===== src/rtl/uart_cal_pkg.sv =====
// Shared constants and state encoding for the UART calculator result path.
package uart_cal_pkg;

  localparam logic [7:0] ASCII_MINUS = 8'h2D;
  localparam logic [7:0] ASCII_ZERO  = 8'h30;
  localparam logic [7:0] ASCII_CR    = 8'h0D;
  localparam logic [7:0] ASCII_LF    = 8'h0A;

  typedef enum logic [2:0] {
    IDLE,
    CONV,
    SIGN,
    DIGIT,
    CR,
    LF
  } fmt_state_e;

endpackage


===== src/rtl/bin2bcd_seq.sv =====
// Iterative double dabble: one shift/add-3 step per cycle, DATA_W steps after start.
module bin2bcd_seq #(
  parameter int unsigned DATA_W     = 32,
  parameter int unsigned NUM_DIGITS = 10
) (
  input  logic                    clk,
  input  logic                    n_rst,
  input  logic                    start,
  input  logic [DATA_W-1:0]       bin,
  output logic [4*NUM_DIGITS-1:0] bcd,
  output logic                    done
);

  localparam int unsigned CNT_W = $clog2(DATA_W + 1);

  logic [DATA_W-1:0]       bin_q, bin_d;
  logic [4*NUM_DIGITS-1:0] bcd_q, bcd_d, adj;
  logic [CNT_W-1:0]        cnt_q, cnt_d;
  logic                    done_q, done_d;

  always_comb begin
    adj = bcd_q;
    for (int unsigned i = 0; i < NUM_DIGITS; i++) begin
      if (bcd_q[4*i +: 4] >= 4'd5) adj[4*i +: 4] = bcd_q[4*i +: 4] + 4'd3;
    end

    bin_d  = bin_q;
    bcd_d  = bcd_q;
    cnt_d  = cnt_q;
    done_d = 1'b0;
    if (start) begin
      bin_d = bin;
      bcd_d = '0;
      cnt_d = CNT_W'(DATA_W);
    end else if (cnt_q != '0) begin
      bin_d  = bin_q << 1;
      bcd_d  = (4*NUM_DIGITS)'({adj, bin_q[DATA_W-1]});
      cnt_d  = cnt_q - CNT_W'(1);
      done_d = (cnt_q == CNT_W'(1));
    end
  end

  always_ff @(posedge clk or negedge n_rst) begin
    if (!n_rst) begin
      bin_q  <= '0;
      bcd_q  <= '0;
      cnt_q  <= '0;
      done_q <= 1'b0;
    end else begin
      bin_q  <= bin_d;
      bcd_q  <= bcd_d;
      cnt_q  <= cnt_d;
      done_q <= done_d;
    end
  end

  assign bcd  = bcd_q;
  assign done = done_q;

endmodule


===== src/rtl/res_ascii_fmt.sv =====
// Formats an ALU result as signed ASCII decimal and streams it one byte per
// valid/ready handshake, optionally terminated with CR LF.
module res_ascii_fmt
  import uart_cal_pkg::*;
#(
  parameter int unsigned DATA_W     = 32,
  parameter int unsigned NUM_DIGITS = 10,
  parameter int unsigned SIGNED_EN  = 1,
  parameter int unsigned EOL_EN     = 1
) (
  input  logic              clk,
  input  logic              n_rst,
  input  logic              alu_done,
  input  logic [DATA_W-1:0] calc_res,
  input  logic              tx_ready,
  output logic [7:0]        tx_data,
  output logic              uout_valid,
  output logic              busy,
  output logic              overrun
);

  localparam int unsigned IDX_W = $clog2(NUM_DIGITS);

  fmt_state_e              state_q, state_d;
  logic                    neg_q, neg_d;
  logic [IDX_W-1:0]        idx_q, idx_d, idx_dec, ms_idx;
  logic [7:0]              tx_q, tx_d;
  logic                    valid_q, valid_d;
  logic                    ovr_q, ovr_d;

  logic                    neg_in, start;
  logic [DATA_W-1:0]       mag;
  logic [4*NUM_DIGITS-1:0] bcd;
  logic                    cdone;
  logic [3:0]              dig_ms, dig_cur, dig_nxt;

  // Magnitude is fed straight into the converter on the capture cycle so the
  // first byte appears DATA_W+1 cycles after alu_done.
  assign neg_in = (SIGNED_EN != 0) && calc_res[DATA_W-1];
  assign mag    = neg_in ? -calc_res : calc_res;
  assign start  = alu_done && (state_q == IDLE);

  bin2bcd_seq #(
    .DATA_W    (DATA_W),
    .NUM_DIGITS(NUM_DIGITS)
  ) u_bcd (
    .clk  (clk),
    .n_rst(n_rst),
    .start(start),
    .bin  (mag),
    .bcd  (bcd),
    .done (cdone)
  );

  // Most significant nonzero digit; stays 0 for a zero value so "0" is emitted.
  always_comb begin
    ms_idx = '0;
    for (int unsigned i = 1; i < NUM_DIGITS; i++) begin
      if (bcd[4*i +: 4] != 4'd0) ms_idx = IDX_W'(i);
    end
  end

  assign idx_dec = idx_q - IDX_W'(1);
  assign dig_ms  = bcd[{ms_idx, 2'b00} +: 4];
  assign dig_cur = bcd[{idx_q, 2'b00} +: 4];
  assign dig_nxt = bcd[{idx_dec, 2'b00} +: 4];

  always_comb begin
    state_d = state_q;
    neg_d   = neg_q;
    idx_d   = idx_q;
    tx_d    = tx_q;
    valid_d = valid_q;
    ovr_d   = alu_done && (state_q != IDLE);

    unique case (state_q)
      IDLE: begin
        if (alu_done) begin
          neg_d   = neg_in;
          state_d = CONV;
        end
      end
      CONV: begin
        if (cdone) begin
          valid_d = 1'b1;
          idx_d   = ms_idx;
          if (neg_q) begin
            state_d = SIGN;
            tx_d    = ASCII_MINUS;
          end else begin
            state_d = DIGIT;
            tx_d    = ASCII_ZERO + {4'h0, dig_ms};
          end
        end
      end
      SIGN: begin
        if (tx_ready) begin
          state_d = DIGIT;
          tx_d    = ASCII_ZERO + {4'h0, dig_cur};
        end
      end
      DIGIT: begin
        if (tx_ready) begin
          if (idx_q != '0) begin
            idx_d = idx_dec;
            tx_d  = ASCII_ZERO + {4'h0, dig_nxt};
          end else if (EOL_EN != 0) begin
            state_d = CR;
            tx_d    = ASCII_CR;
          end else begin
            state_d = IDLE;
            tx_d    = '0;
            valid_d = 1'b0;
          end
        end
      end
      CR: begin
        if (tx_ready) begin
          state_d = LF;
          tx_d    = ASCII_LF;
        end
      end
      LF: begin
        if (tx_ready) begin
          state_d = IDLE;
          tx_d    = '0;
          valid_d = 1'b0;
        end
      end
      default: begin
        state_d = IDLE;
        tx_d    = '0;
        valid_d = 1'b0;
      end
    endcase
  end

  always_ff @(posedge clk or negedge n_rst) begin
    if (!n_rst) begin
      state_q <= IDLE;
      neg_q   <= 1'b0;
      idx_q   <= '0;
      tx_q    <= '0;
      valid_q <= 1'b0;
      ovr_q   <= 1'b0;
    end else begin
      state_q <= state_d;
      neg_q   <= neg_d;
      idx_q   <= idx_d;
      tx_q    <= tx_d;
      valid_q <= valid_d;
      ovr_q   <= ovr_d;
    end
  end

  assign tx_data    = tx_q;
  assign uout_valid = valid_q;
  assign busy       = (state_q != IDLE);
  assign overrun    = ovr_q;

endmodule


===== config.mk =====
export PLATFORM = sky130hd
export DESIGN_NAME = res_ascii_fmt
export DESIGN_NICKNAME = d
export VERILOG_FILES = /design/src/rtl/uart_cal_pkg.sv /design/src/rtl/bin2bcd_seq.sv /design/src/rtl/res_ascii_fmt.sv
export SDC_FILE = /design/constraint.sdc
export NUM_CORES = 1
export LEC_CHECK = 0
export CORE_UTILIZATION = 50
export CTS_CLUSTER_SIZE = 14
export DETAILED_ROUTE_END_ITERATION = 8
export PLACE_DENSITY = 0.69
export SYNTH_ARGS = -nofsm -noshare
export SYNTH_HDL_FRONTEND = slang
export SYNTH_HIERARCHICAL = 1
export SYNTH_SLANG_ARGS = --single-unit

===== constraint.sdc =====
create_clock -name clk -period 4.7 [get_ports clk]
set_input_delay 0.94 -clock clk [delete_from_list [all_inputs] [get_ports clk]]
set_output_delay 0.94 -clock clk [all_outputs]
set_load 0.01 [all_outputs]

=== Word level (Yosys, flattened, before mapping) ===
Cells that the tools add are included.

* Add/sub/neg operators: 16
* Multiply operators: 0
* Div/mod/pow operators: 0
* $lt $le $gt $ge: 10
* Equal/unequal tests: 14
* Shift operators: 3
* Multiplexer cells: 52
* Bitwise operators: 2
* Reduce and logical (&&, ||, !) cells: 23

{| class="wikitable"
|+ Operators with widths
! cell !! number
|-
| variable part select 40 x 7 -> 4 bit || 3
|-
| 2-to-1 mux 32 bit || 3
|-
| 2-to-1 mux 40 bit || 2
|-
| 2-to-1 mux 4 bit || 18
|-
| case mux 8 bit (6 select lines) || 1
|-
| >= comparator 4 x 3 -> 1 bit, second input constant || 10
|-
| 2-to-1 mux 8 bit || 5
|-
| nonzero test 4 bit || 10
|-
| adder 4 x 2 -> 4 bit, second input constant || 9
|-
| negation 32 bit || 1
|-
| 2-to-1 mux 3 bit || 8
|-
| adder 6 x 4 -> 7 bit, first input constant || 3
|-
| case mux 3 bit (6 select lines) || 1
|-
| 2-to-1 mux 7 bit || 2
|-
| != test 2 bit, second input constant || 7
|-
| 2-to-1 mux 6 bit || 2
|-
| case mux 4 bit (2 select lines) || 1
|-
| AND reduction 7 bit || 1
|-
| == test 3 x 2 -> 1 bit, second input constant || 2
|-
| == test 3 bit, second input constant || 2
|-
| == test 6 x 1 -> 1 bit, second input constant || 1
|-
| 2-to-1 mux 1 bit || 6
|-
| AND reduction 6 bit || 1
|-
| nonzero test 6 bit || 1
|-
| 16 further kinds || 20
|}

* Register bits: 97
* Bits in latches: 0
* RAM bits: 0
* Bits in read-only memories: 0
* Input bits: 36
* Output and inout port bits: 11
* Word-level logic and storage cells: 130
* Memories kept: 0

=== Depth between registers and ports, before layout ===
Gate-level depths: netlist of the first run.

* Word-level depth: 15
* Gate-level depth with buffers: 12
* Depth with buffers taken out: 11

=== Hierarchy ===
The synthesis of the first run kept the hierarchy.

{| class="wikitable"
|+ By module, submodules not included
! module !! instances !! cells an instance !! area an instance (um^2) !! seq. area each (um^2)
|-
| bin2bcd_seq || 1 || 558 || 4,848.4 || 1,976.9
|-
| res_ascii_fmt || 1 || 365 || 2,875.3 || 400.4
|}

=== Least setup slack after synthesis of the first run ===
Ideal clock, no wire load.

* Kind: reg-to-reg
* From: register idx_q[0]
* To: register tx_q[0] (netlist: tx_data[0])
* Library setup time: 133 ps
* Data arrival time: 3,263 ps
* Required time: 4,567 ps
* Slack: 1,304 ps
* Cell stages (with the launch flop): 12
* Buffers on the path: 3
* Period minus slack after synthesis: 3,396 ps
* Cell sequence: dfrtp_1 -> clkbuf_1 -> clkbuf_1 -> inv_1 -> ha_1 -> clkbuf_1 -> mux4_2 -> mux2i_1 -> o22ai_1 -> or3_1 -> a211oi_1 -> a31oi_1

* Word-level cells in the longest chain between the ends: 6
* Elaborated cells on any way between the ends: 10
* Classes of those cells: add/sub (3); shift (2); mux (4); reduce/logical (1)

{| class="wikitable"
|+ RTL lines
! element !! line !! source
|-
| start, declared || res_ascii_fmt.sv:26 || <nowiki>logic [IDX_W-1:0] idx_q, idx_d, idx_dec, ms_idx;</nowiki>
|-
| start signal, assigned || res_ascii_fmt.sv:149 || <nowiki>idx_q <= idx_d;</nowiki>
|-
| subtractor 4 x 1 -> 4 bit || res_ascii_fmt.sv:63 || <nowiki>assign idx_dec = idx_q - IDX_W'(1);</nowiki>
|-
| variable part select 40 x 7 -> 4 bit || res_ascii_fmt.sv:66 || <nowiki>assign dig_nxt = bcd[{idx_dec, 2'b00} +: 4];</nowiki>
|-
| adder 6 x 4 -> 7 bit || res_ascii_fmt.sv:106 || <nowiki>tx_d = ASCII_ZERO + {4'h0, dig_nxt};</nowiki>
|-
| 2-to-1 mux 7 bit || res_ascii_fmt.sv:104 || <nowiki>if (idx_q != '0) begin</nowiki>
|-
| 2-to-1 mux 8 bit || res_ascii_fmt.sv:103 || <nowiki>if (tx_ready) begin</nowiki>
|-
| case mux 8 bit (6 select lines) (*) || res_ascii_fmt.sv:76 || <nowiki>unique case (state_q)</nowiki>
|-
| end signal, assigned || res_ascii_fmt.sv:150 || <nowiki>tx_q <= tx_d;</nowiki>
|-
| end, declared || res_ascii_fmt.sv:27 || <nowiki>logic [7:0] tx_q, tx_d;</nowiki>
|}

Every way passes the cells marked *; elsewhere a longest branch is shown, timed or not. The select of a mux whose other input is x is not followed.
A chain may end at the register's enable or synchronous reset.

=== Worst setup path in the final report of the first run ===
* From: input port calc_res[2]
* To: register u_bcd.bin_q[29]

* Word-level cells in the longest chain between the ends: 3

{| class="wikitable"
|+ RTL lines
! element !! line !! source
|-
| start, declared || res_ascii_fmt.sv:14 || <nowiki>input logic [DATA_W-1:0] calc_res,</nowiki>
|-
| negation 32 bit || res_ascii_fmt.sv:40 || <nowiki>assign mag = neg_in ? -calc_res : calc_res;</nowiki>
|-
| 2-to-1 mux 32 bit || res_ascii_fmt.sv:40 ||
|-
| via mag[29] || res_ascii_fmt.sv:32 || <nowiki>logic [DATA_W-1:0] mag;</nowiki>
|-
| 2-to-1 mux 32 bit || bin2bcd_seq.sv:31 || <nowiki>if (start) begin</nowiki>
|-
| end signal, assigned || bin2bcd_seq.sv:50 || <nowiki>bin_q <= bin_d;</nowiki>
|-
| end, declared || bin2bcd_seq.sv:16 || <nowiki>logic [DATA_W-1:0] bin_q, bin_d;</nowiki>
|}

The timed path passes the listed nets, and every way through them passes these cells.

==> summary.md, run 1 <==
| Metric | Value |
|---|---|
| Synthesized flop and latch total | `95` |
| Final Cycle Share | `0.736` |
| Min-delay src | `uout_valid$_DFFE_PN0P_` |
| Remaining antenna violation count after routing | `0` |
| Area of the multi-input gates | `4830 sq um` |
| Wire per inst | `19.0 um` |
| Most used DFF post-synth | `dfrtp_1` |
| H-tree levels | `3` |
| Gr ovfl total | `0` |
| Rel. slew slack | `0.288` |
| WHS Endpoint | `uout_valid$_DFFE_PN0P_` |
| Critical path data required time | `~5 ns` |
| CTS Sinks | `95` |
| FF+latch area | `between 2000 and 2500 sq um` |
| FILL cells | `1,387` |
| IO Port Bufs | `44` |
| Site row count | `45` |
| Critical path class | `input pin to flip-flop` |
| YS warnings | `6` |
| Fin Setup TNS | `0 ns` |
| Final WL | `21,100 um` |
| Initial antenna violation count | `0` |
| First-pass DRT Iterations | `5` |
| Core area | `about 15,000 sq um` |
| Syn_area_per_cell | `8.37 sq um` |
| Num CTS Buffers | `9` |
| Final setup violation count | `0` |
| Worst-path maximum fanout | `6` |
| Clock Latency Late Sink | `0.36 ns` |
| Unrepaired setup endpoints after global routing | `false` |
| Mapped cell area | `7720 sq um` |
| Fin. max-slew vios | `0` |
| First-pass GRT wire length | `35,500 um` |
| Yosys cell types | `between 70 and 80` |
| Via count | `7,253` |
| Post_cts resized | `0` |
| Clk root buf | `clkbuf_16` |
| Post-synth EDFFs | `0` |
| Crit Reg-Reg Endpoint | `tx_data[0]$_DFFE_PN0P_` |
| Vias in the first global route | `6,945` |
| FF-to-FF Start | `idx_q[0]$_DFFE_PN0P_` |
| DR iter-0 viols | `767` |
| Fin. Hold Viols | `0` |
| Area Overhead vs Synth | `9.28%` |
| Critical Path End Type | `flip-flop` |
| Die area | `15,900 sq um` |
| Worst Hold Class | `flip-flop to flip-flop` |
| Hold-fix buffers, CTS | `0` |
| Leakage power | `3.23 nW` |
| Nets | `980` |
| Status | `complete, no violations` |
| Pwr Density | `688 nW/um^2` |
| # Post-CTS Setup Buffers | `0` |
| Die outline height | `approximately 130 um` |
| Initial Util | `0.510` |
| HPWL after DPL | `13,600 um` |
| DRC | `0` |
| Post-Syn Instances | `a little over 900` |
| R2R depth | `9` |
| N_diodes | `0` |
| CTS tree | `built` |
| Largest net degree at the start of global routing | `70` |
| Overall routing resource usage | `0.277` |
| Fmax | `between 200 and 300 MHz` |
| Final min period | `3.46 ns` |
| Vias/cell | `6.52` |
| Share of cells above drive strength 1 | `0.0714` |
| Worst-Margin Slew | `1.06 ns` |
| Clk_skew | `0.0118 ns` |
| RePlAce Congestion | `between 0.9 and 1` |
| Asr flop ratio synth | `1.00` |
| WP data arrival | `~3.7 ns` |
| Overall power | `0.00581 W` |
| CTS max path bufs | `2` |
| Hold depth | `2` |
| IO Count | `47` |
| Die X | `126 um` |
| Clock-pin slew on the worst setup and hold paths | `0.07 ns` |
| Max rail drop VDD | `0.000237 V` |
| Number of max-cap violations | `0` |
| CP startpoint kind | `input pin` |
| Sequential area share after synthesis | `0.308` |
| Reg-to-reg slack, setup | `1.55 ns` |
## cells by family (layout without fill, tap and decap cells)
logic type                 after synthesis  after routing  synth area share
and+or+nand+nor                        347            347             0.229
muxes                                   36             36            0.0721
other                                    1              2          0.000486
AOI/OAI and AO/OA                      273            273             0.243
buffers and inverters                  113            113            0.0693
adders and majority gates               25             25            0.0405
DFF                                     95             95             0.308
xor gates and xnor gates                33             33            0.0374
## registers in the layout (all words and copies together), names as in the netlist
name / cells
u_bcd/bcd: 40
u_bcd/bin_q: 32
tx_data: 6
u_bcd/cnt_q: 6
idx_q: 4
state_q: 3
neg_q: 1
overrun: 1
u_bcd/done: 1
uout_valid: 1
## power by group
| group | switching, W | total [W] | internal, W | leakage, nW |
|---|---|---|---|---|
| sequential | 0.000686 | 0.00188 | 0.00120 | 1.15 |
| combinational | 0.00173 | 0.00313 | 0.00140 | 1.93 |
| clock | 0.000358 | 0.000792 | 0.000434 | 0.150 |
| total | 0.00278 | 0.00581 | 0.00303 | 3.23 |
## layer usage
layer	GRT usage	up-vias	wire (um)	part of all wire
li1	-	3438	-	-
met1	0.386	3498	9630	0.46
met2	0.434	279	9610	0.45
met3	0.0412	38	1420	0.067
met4	0.107	0	461	0.022
met5	0	-	0	0
## cell usage after synthesis (3+ instances only)
master / n / area, sq um
nor3_1: 26 / 130
nor4_1: 13 / 81.3
a211o_1: 3 / 26.3
mux4_2: 13 / 293
xnor2_1: 32 / 280
clkbuf_2: 8 / 40.0
o31ai_1: 12 / 90.1
a22o_1: 3 / 26.3
buf_6: 6 / 67.6
a221o_1: 7 / 70.1
clkbuf_1: 38 / 143
o22ai_1: 9 / 56.3
a22oi_1: 3 / 22.5
mux2i_1: 20 / 200
nand2b_1: 18 / 113
nor3b_1: 3 / 22.5
o32ai_1: 20 / 175
nand3_1: 46 / 230
o21ai_1: 4 / 20.0
nand2_1: 109 / 409
o21ai_0: 79 / 395
o21a_1: 3 / 22.5
a311oi_1: 11 / 96.3
inv_1: 41 / 154
o211ai_1: 6 / 45.0
o41ai_1: 7 / 61.3
buf_2: 11 / 55.1
a31oi_1: 25 / 156
a21oi_1: 35 / 175
nor2b_1: 20 / 125
or3_1: 17 / 106
nor4_4: 3 / 63.8
o41ai_2: 7 / 114
ha_1: 25 / 313
nand4_1: 11 / 68.8
nor2_1: 57 / 214
dfrtp_1: 95 / 2380
a211oi_1: 24 / 180
or4_1: 9 / 67.6
buf_4: 3 / 22.5
## layout make-up
class / count / area share
Multi-Input combinational cell: 716 / 0.572
Clock buffer: 10 / 0.0283
Tap cell: 188 / 0.0279
Timing Repair Buffer: 55 / 0.0631
Clock inverter: 6 / 0.00860
Inverter: 42 / 0.0187
Sequential cell: 95 / 0.282
## critical path, stage by stage
cell and delay, ns:
clkdlybuf4s50_1 0.50, or4_1 0.55, nor4_1 0.39, nand3_1 0.23, nor3_1 0.23, nand2_1 0.13
o31ai_1 0.26, xnor2_1 0.10, a221o_1 0.35
## worst max-delay path by stage
stage | start | endpoint | slack, ns | depth (start not counted)
2_1_floorplan | idx_q[0]$_DFFE_PN0P_ | tx_data[0]$_DFFE_PN0P_ | 1.30 | 11
3_3_place_gp | calc_res[4] | u_bcd/bin_q[30]$_DFFE_PN0P_ | 0.92 | 9
3_5_place_dp | calc_res[8] | u_bcd/bin_q[25]$_DFFE_PN0P_ | 0.88 | 8
4_1_cts | calc_res[2] | u_bcd/bin_q[30]$_DFFE_PN0P_ | 1.25 | 9
5_1_grt | calc_res[8] | u_bcd/bin_q[29]$_DFFE_PN0P_ | 1.03 | 9
6_report | calc_res[2] | u_bcd/bin_q[29]$_DFFE_PN0P_ | 1.24 | 9
## per-stage QoR
stage	worst slack, ns	cells	hold WS [ns]	cell area (sq um)	utilization
6_report	1.24	1112	0.519	8440	0.557
3_5_place_dp	0.880	1096	0.518	8130	0.537
4_1_cts	1.25	1112	0.536	8440	0.557
3_3_place_gp	0.922	1096	0.493	8130	0.537
2_1_floorplan	1.30	924	0.463	7730	-
5_1_grt	1.03	1112	0.543	8440	0.557
## cell usage in the layout, fill, tap and decap left out, types with 4 or more instances in the layout
cell type,n
o21ai_1,4
inv_1,41
a221o_1,7
buf_4,11
o32ai_1,20
clkdlybuf4s50_1,43
clkbuf_16,9
a21oi_1,35
nor2b_1,19
nand2b_1,17
o211ai_1,6
a311oi_1,11
mux2i_1,20
nor2_1,57
or4_1,9
nand3_1,46
o21ai_0,79
o22ai_1,9
nand4_1,11
nor3_1,26
a211oi_1,24
o41ai_1,7
dfrtp_1,95
mux4_2,13
nand2_1,109
a31oi_1,25
or3_1,17
o41ai_2,7
o31ai_1,12
nor4_1,13
xnor2_1,32
ha_1,25
Power figures use the tool's default switching activity.
==> run 2, diff against run 1 <==
- clock period: 4.7 -> 3.5 ns (I/O delays scaled with it)
==> run 2 against run 1 <==
Net effect: combinational power increased by 41%; count of clock-buffer cells in the layout fell by 1; setup slack worse by 0.92 ns; critical endpoint is now u_bcd/bin_q[25]$_DFFE_PN0P_; worst hold slack got worse by 0.18 ns; first-iteration DRC count shrank 4.7%.
==> summary.md, run 2 (synthesis results as in run 1) <==
| Metric | Value |
|---|---|
| Status | `complete, no violations (unchanged)` |
| Die outline height | `126 um (unchanged)` |
| Max FFs per register | `40 (unchanged)` |
| Gr busiest metal | `met2 (unchanged)` |
| Design area | `8610 sq um (was 8440 sq um)` |
| Final Cycle Share | `0.908` |
| Site row count | `45 (unchanged)` |
| Initial Util | `0.510 (unchanged)` |
| Unrepaired setup endpoints after global routing | `false (unchanged)` |
| Vias in the first global route | `6,845 (was 6,945)` |
| Critical Path Source | `calc_res[8] (was calc_res[2])` |
| Critical path data required time | `3.74 ns (was 4.94 ns)` |
| Fmax | `315 MHz` |
| Clk root buf | `clkbuf_16 (unchanged)` |
| Rel. slew slack | `0.327 (was 0.288)` |
| DR iter-0 viols | `731 (was 767)` |
| Post_cts resized | `0 (unchanged)` |
| IO Port Bufs | `44 (unchanged)` |
| Overall power | `0.00781 W (was 0.00581 W)` |
| Die X | `126 um (unchanged)` |
| Clock-pin slew on the worst setup and hold paths | `0.08 ns (was 0.07 ns)` |
| Worst-path maximum fanout | `5 (was 6)` |
| Critical path class | `input pin to flip-flop (unchanged)` |
| Met3 Use GR | `0.0421 (was 0.0412)` |
| Final min period | `3.18 ns` |
| Core area | `15,100 sq um (unchanged)` |
| CP startpoint kind | `input pin (unchanged)` |
| FF-to-FF Start | `idx_q[1]$_DFFE_PN0P_ (was idx_q[0]$_DFFE_PN0P_)` |
| N_diodes | `0 (unchanged)` |
| Vias/cell | `6.43 (was 6.52)` |
| Num CTS Buffers | `9 (unchanged)` |
| Clk_skew | `0.0126 ns (was 0.0118 ns)` |
| Placed cell count | `1,121 (was 1,096)` |
| Commonest non-fill, non-tap cells in the layout | `nand2_1 (109), dfrtp_1 (95), o21ai_0 (79) (unchanged)` |
| Critical Path End Type | `flip-flop (unchanged)` |
| Grt met2 use | `0.435 (was 0.434)` |
| First-pass DRT Iterations | `5 (unchanged)` |
| Nets | `1,005 (was 980)` |
| HPWL after DPL | `14,200 um (was 13,600 um)` |
| Number of max-cap violations | `0 (unchanged)` |
| Final setup violation count | `0 (unchanged)` |
| Largest net degree at the start of global routing | `55 (was 70)` |
| Pwr Density | `908 nW/um^2 (was 688 nW/um^2)` |
| Worst Hold Slack | `0.335 ns (was 0.519 ns)` |
| Fin. max-slew vios | `0 (unchanged)` |
| Die area | `15,900 sq um (unchanged)` |
| RePlAce Congestion | `0.986 (was 0.959)` |
| CTS Sinks | `95 (unchanged)` |
| Gr ovfl total | `0 (unchanged)` |
| Placed inst area | `8320 sq um (was 8130 sq um)` |
| Worst Hold Class | `input pin to async pin (was flip-flop to flip-flop)` |
| Remaining antenna violation count after routing | `0 (unchanged)` |
| GR Layer Usage met1 | `0.390 (was 0.386)` |
| DRC | `0 (unchanged)` |
| H-tree levels | `3 (unchanged)` |
| Clock Latency Late Sink | `0.36 ns (about the same)` |
| Most common cell after layout, fill and taps aside | `nand2_1 (unchanged)` |
| Fin Setup TNS | `0 ns (unchanged)` |
| Hold-fix buffers, CTS | `0 (unchanged)` |
| Fin. Hold Viols | `0 (unchanged)` |
| # Post-CTS Setup Buffers | `0 (unchanged)` |
| Max rail drop VDD | `0.000532 V (was 0.000237 V)` |
| Overall routing resource usage | `0.277 (about the same)` |
| WP data arrival | `3.42 ns (was 3.70 ns)` |
| CTS max path bufs | `2 (unchanged)` |
| Via count | `7,309 (was 7,253)` |
| Final cell count without fillers | `1,137 (was 1,112)` |
| Final WL | `21,100 um (about the same)` |
| Area Overhead vs Synth | `11.5% (was 9.28%)` |
| CTS tree | `built (unchanged)` |
| Worst-Margin Slew | `1.01 ns (was 1.06 ns)` |
| IO Count | `47 (unchanged)` |
| Initial antenna violation count | `0 (unchanged)` |
| Leakage power | `3.35 nW (was 3.23 nW)` |
| Wire per inst | `18.6 um (was 19.0 um)` |
| Share of cells above drive strength 1 | `0.0959 (was 0.0714)` |
| First-pass GRT wire length | `35,400 um (was 35,500 um)` |
==> run 2: changes by cell type in the layout (fill, tap and decap cells not counted) <==
cell       before  now
bufinv_16       1    0
clkinv_8        0    1
clkinv_4        1    2
buf_4          11   36
inv_8           0    1
inv_6           3    1
clkinv_2        0    1
clkbuf_8        1    0
==> run 2: worst paths after layout <==
check                      depth (start not counted)  slack, ns                           to
min in group clk                                   2       0.53       uout_valid$_DFFE_PN0P_
hold / removal                                     1       0.34   u_bcd/cnt_q[4]$_DFFE_PN0P_
hold reg to reg                                    2       0.53       uout_valid$_DFFE_PN0P_
max in group asynchronous                          2       2.37    u_bcd/bcd[19]$_DFFE_PN0P_
setup / recovery                                   8       0.32  u_bcd/bin_q[25]$_DFFE_PN0P_
setup reg to reg                                   8       0.67       tx_data[0]$_DFFE_PN0P_
==> run 2: critical path, cell delays in order <==
cell and delay (ns):
clkdlybuf4s50_1 0.41, or4_1 0.61, nor4_1 0.39, nand3_1 0.22, or3_1 0.37, o31ai_1 0.25
xnor2_1 0.11, a221o_1 0.36
==> run 2: report_power, final <==
group,internal (W),switching (W)
logic,0.00195,0.00245
registers,0.00161,0.000823
clock network,0.000497,0.000483
total,0.00406,0.00375
==> run 2: layout make-up <==
type	instances	area, sq um
Inverter	42	158
Fill cell	1378	6540
Multi-Input combinational cell	716	4830
Clock inverter	7	66.3
Clock buffer	9	225
Tap cell	188	235
Timing Repair Buffer	80	721
Sequential cell	95	2380
==> run 2: metrics by stage <==
step                      setup slack (ns)   util
after global routing                 0.109  0.568
after detailed placement           -0.0684  0.549
final                                0.323  0.568
after floorplan                      0.104      -
after global placement              0.0290  0.549
after CTS                            0.305  0.568
==> run 2: routing by layer <==
metal	vias up	routed length, um
met2	254	9720
met1	3544	9660
met5	-	0
met3	29	1280
li1	3482	-
met4	0	475
